`src/rtl/game_state_rx.sv`:
```
// game_state_rx
//   Receive-side decoder for the inter-board game-state link. Reassembles the
//   7-byte frame SYNC, X_HI, X_LO, Y_HI, Y_LO, PTS, CHK from the UART byte
//   stream. The remote point position and score change only when a complete
//   frame has been validated, and all three change on the same edge.
//
//   Ports
//     clk        system clock
//     rst        synchronous, active-high reset
//     rx_data    received byte, valid while rx_valid is high
//     rx_valid   single-cycle strobe, one per received byte
//     point_x    remote point x position (10 bits)
//     point_y    remote point y position (10 bits)
//     points     remote score (5 bits)
//     frame_ok   1-cycle pulse: good frame accepted, outputs updated
//     frame_err  1-cycle pulse: frame discarded (bad check, reserved bits, timeout)
//     link_up    a good frame was seen within the last LINK_TIMEOUT cycles
module game_state_rx #(
  parameter logic [7:0]  SYNC_BYTE    = 8'hA5,
  parameter int unsigned BYTE_TIMEOUT = 50_000,
  parameter int unsigned LINK_TIMEOUT = 2_000_000
) (
  input  logic       clk,
  input  logic       rst,
  input  logic [7:0] rx_data,
  input  logic       rx_valid,
  output logic [9:0] point_x,
  output logic [9:0] point_y,
  output logic [4:0] points,
  output logic       frame_ok,
  output logic       frame_err,
  output logic       link_up
);

  localparam int BW = $clog2(BYTE_TIMEOUT) + 1;
  localparam int LW = $clog2(LINK_TIMEOUT) + 1;

  typedef enum logic [2:0] {IDLE, XH, XL, YH, YL, PT, CK} state_t;

  state_t        state;
  logic [BW-1:0] byte_cnt;
  logic [LW-1:0] link_cnt;
  logic [7:0]    chk;
  logic          rsv_bad;
  logic [1:0]    x_hi;
  logic [7:0]    x_lo;
  logic [1:0]    y_hi;
  logic [7:0]    y_lo;
  logic [4:0]    pts;

  logic byte_expire;
  logic accept;

  // The expiry cycle is the BYTE_TIMEOUT-th cycle without a byte; a byte
  // arriving in that same cycle takes priority, so the frame continues.
  assign byte_expire = (state != IDLE) && !rx_valid &&
                       (byte_cnt == BW'(BYTE_TIMEOUT - 1));
  assign accept      = rx_valid && (state == CK) && (rx_data == chk) && !rsv_bad;

  always_ff @(posedge clk) begin
    if (rst) begin
      state     <= IDLE;
      byte_cnt  <= '0;
      link_cnt  <= '0;
      chk       <= '0;
      rsv_bad   <= 1'b0;
      x_hi      <= '0;
      x_lo      <= '0;
      y_hi      <= '0;
      y_lo      <= '0;
      pts       <= '0;
      point_x   <= 10'd512;
      point_y   <= 10'd64;
      points    <= '0;
      frame_ok  <= 1'b0;
      frame_err <= 1'b0;
      link_up   <= 1'b0;
    end else begin
      frame_ok  <= 1'b0;
      frame_err <= 1'b0;

      // Inter-byte gap counter: parked at zero outside a frame.
      if (state == IDLE || rx_valid || byte_expire) byte_cnt <= '0;
      else                                          byte_cnt <= byte_cnt + 1'b1;

      if (rx_valid) begin
        case (state)
          IDLE: if (rx_data == SYNC_BYTE) state <= XH;
          XH: begin
            x_hi    <= rx_data[1:0];
            rsv_bad <= |rx_data[7:2];
            chk     <= rx_data;          // first payload byte seeds the checksum
            state   <= XL;
          end
          XL: begin
            x_lo  <= rx_data;
            chk   <= chk ^ rx_data;
            state <= YH;
          end
          YH: begin
            y_hi    <= rx_data[1:0];
            rsv_bad <= rsv_bad | (|rx_data[7:2]);
            chk     <= chk ^ rx_data;
            state   <= YL;
          end
          YL: begin
            y_lo  <= rx_data;
            chk   <= chk ^ rx_data;
            state <= PT;
          end
          PT: begin
            pts     <= rx_data[4:0];
            rsv_bad <= rsv_bad | (|rx_data[7:5]);
            chk     <= chk ^ rx_data;
            state   <= CK;
          end
          CK: begin
            state <= IDLE;
            if (accept) begin
              point_x  <= {x_hi, x_lo};
              point_y  <= {y_hi, y_lo};
              points   <= pts;
              frame_ok <= 1'b1;
            end else begin
              frame_err <= 1'b1;
            end
          end
          default: state <= IDLE;
        endcase
      end else if (byte_expire) begin
        frame_err <= 1'b1;
        state     <= IDLE;
      end

      // Link watchdog: an accept in the expiry cycle wins and keeps link_up.
      if (accept) begin
        link_cnt <= '0;
        link_up  <= 1'b1;
      end else if (link_cnt != LW'(LINK_TIMEOUT)) begin
        link_cnt <= link_cnt + 1'b1;
        if (link_cnt == LW'(LINK_TIMEOUT - 1)) link_up <= 1'b0;
      end
    end
  end

endmodule

```
`config.mk`:
```
export PLATFORM = sky130hd
export DESIGN_NAME = game_state_rx
export DESIGN_NICKNAME = d
export VERILOG_FILES = /design/src/rtl/game_state_rx.sv
export SDC_FILE = /design/constraint.sdc
export NUM_CORES = 1
export LEC_CHECK = 0
export ABC_AREA = 1
export CORE_MARGIN = 2
export CORE_UTILIZATION = 56
export DETAILED_ROUTE_END_ITERATION = 12
export PLACE_DENSITY_LB_ADDON = 0.2
export SLEW_MARGIN = 5
export SYNTH_ARGS = -nofsm -noshare
export SYNTH_HDL_FRONTEND = slang
export SYNTH_SLANG_ARGS = --single-unit
```
`constraint.sdc`:
```
create_clock -name clk -period 3.6 [get_ports clk]
set_clock_uncertainty 0.1 [all_clocks]
set_input_delay 1.08 -clock clk [delete_from_list [all_inputs] [get_ports clk]]
set_output_delay 1.08 -clock clk [all_outputs]
set_load 0.01 [all_outputs]
```
==> metrics.txt <==
Initial Utilization=57.4%; Syn Area/Cell=7.17 µm²; storage element area=0.00208 mm²; top cells by area, synth=dfxtp_1, nand2_1, nand3_1; Die ar.=0.00908 mm²; YS warnings=0; share of the synthesized area in the top cell type=44.6%; DIE HEIGHT=95.3 µm; setup TNS=0 ns; # port buffers=38; final RePlAce weighted congestion=0.886; CP arrival=3.00 ns; Mapped Cells=651; Crit path buffers/inverters=2; CP delay by family, top=simple AND/OR/NAND/NOR gates; final setup violation count=0; Hold Crit Class=flop to flop; Yosys reg bits=104; DRC Markers=0; Critical Path Start Type=input port; H-tree depth=3; synth unique cells=33; Slew Limit Fails=0; Vias/cell=5.27; area occupied by multi-input gates=0.00219 mm²; drt first pass iters=5; hold buffers post-CTS=0; Worst path slowest cell=clkdlybuf4s50_1; ranking of synthesized cells by instance count=nand2_1, dfxtp_1, nor2_1, inv_1, nand3_1; worst-skew pair later-pin latency=0.36 ns; antenna violations before repair=0; Post-CTS Repair Setup Buffers=0; Final Hold Viols=0; final-layout fill cell count=718; n_diodes=0; number of I/O pins=39; Max IR drop VDD=0.000247 V; final net count=700; root cell of the clock tree=clkbuf_8; Hold Slack=0.345 ns; core region area=0.00813 mm²; Total Wirelength=10000 µm; Worst Path Required=3.73 ns; most common cell in the netlist=nand2_1; Async SR Flop Fraction=0%; DR vias=4191; Row Count=33; GRT Util Overall=23.3%; status=complete, no violations; cts repair resizes=0; post-synthesis net count=665; Iter 0 DRT Violations=211; drt wl/cell=12.6 µm; post-synth top area cell=dfxtp_1; Syn-to-layout area delta=14.2%; crit path cell chain=clkdlybuf4s50_1, inv_2, nand2_1, nand2_1, nor2_1, nand2_1, nor2_4, nand2_4, nand2_2, nor2_1; CTS tree=done; largest net degree at the start of global routing=29; RSZ-0062 raised after global routing=false; post-route clock period utilization=79.8%; Slew HR=52.7%; clk buf depth=2; Num Clock Sinks=104; Max Cap Violations=0; number of global-route vias before repair=3816; final worst path period need=2.87 ns; share of cells above drive strength 1=7.96%; die width=95.3 µm; top fanout value on the critical path=28; CP endpoint kind=flop; post-synthesis cell area=0.00467 mm²; Num CTS Buffers=9; number of synthesized flops with an enable pin=0; Clock transition at path regs=0.12 ns; ys flop type=dfxtp_1; Setup CP Type=input port to flop; grt total ovfl=0; Lkg Pwr=2.04 nW; PwrDens=398 mW/mm²; Critical Path Most Common Cell=nand2_1; post-detail-place hpwl=7340 µm; fmax=0.348 GHz; max incr delay on CP=0.57 ns; Routed Antenna Nets=0; Tightest Pin Transition=0.709 ns; first-pass GRT wire length=16900 µm; sequential-to-total area share from yosys stat=44.6%
## cells in the final DEF, fill, tap and decap left out
cell type	n
nand2_2	13
o211ai_1	1
nand4_1	20
clkinv_4	1
xor2_1	9
nor3b_1	3
ha_1	3
clkbuf_8	9
bufinv_16	1
xnor2_1	4
nand2_4	1
a31oi_1	1
or2_0	1
clkdlybuf4s50_1	38
inv_1	67
a21oi_1	51
nor3_4	1
nor3_2	3
nor2_4	2
nand2_1	147
dfxtp_1	104
buf_4	6
nor2_2	3
nor3_1	20
nor2_1	71
o21bai_1	2
clkinv_8	2
inv_2	5
or2_2	3
nand3_4	1
inv_8	1
o21ai_0	40
clkinv_2	1
inv_6	2
nand3_1	54
## tightest hold or removal path: stages (launching register included)
cell and delay [ns]:
dfxtp_1 0.33, nand2_1 0.06, nand2_1 0.04
## layer usage
metal  track usage [%]  up-vias  routed length [µm]
li1                  -     2178                   -
met1              31.0     1917                4750
met2              39.6       88                4810
met3              3.56        8                 358
met4              6.28        0                  90
met5                 0        -                   0
## through the flow
stage	area, µm²	setup WS [ns]	power (mW)	cells	util, %
floorplan	4670	1.43	1.32	651	-
global placement	5110	0.465	1.35	780	62.8
detailed placement	5110	0.390	1.36	780	62.8
CTS	5330	0.744	2.14	796	65.6
global route	5330	0.587	2.20	796	65.6
finish	5330	0.726	2.12	796	65.6
## power breakdown
group | leakage, nW | internal, mW | switching [mW] | total (mW)
registers | 0.840 | 1.17 | 0.0201 | 1.19
logic | 1.09 | 0.0496 | 0.0920 | 0.142
clock network | 0.112 | 0.345 | 0.444 | 0.789
## path summary, 6_finish.rpt
kind	from	to	slack, ns	cells after the start
min reg2reg	pts[4]	points[4]	0.35	2
max	rx_data[0]	link_cnt[17]	0.73	10
min	pts[4]	points[4]	0.35	2
max reg2reg	state[1]	link_cnt[17]	1.62	7
## state kept, by name, summed over array words and instances (netlist names), 2 cells and up
name / cells
y_lo: 8
point_x: 10
point_y: 10
state: 3
x_hi: 2
chk: 8
pts: 5
x_lo: 8
y_hi: 2
link_cnt: 22
points: 5
byte_cnt: 17
## cell type report
| class | count | share of cell area, % |
|---|---|---|
| flip-flops and latches | 104 | 39.0 |
| well taps | 105 | 2.46 |
| multi-input cells | 454 | 41.2 |
| repair buffers | 44 | 7.98 |
| inverters | 73 | 5.16 |
| clock inverters | 7 | 1.88 |
| clock buffers | 9 | 2.32 |
## kinds of logic (layout without fill, tap and decap cells)
| logic type | Yosys count | count (layout) | synth area share (%) |
|---|---|---|---|
| xor gates and xnor gates | 13 | 13 | 2.44 |
| and+or+nand+nor | 343 | 343 | 33.4 |
| buffers and inverters | 93 | 133 | 8.41 |
| DFF | 104 | 104 | 44.6 |
| adders and majority gates | 3 | 3 | 0.804 |
| AOI/OAI and AO/OA | 95 | 95 | 10.4 |
Power figures use the tool's default switching activity.
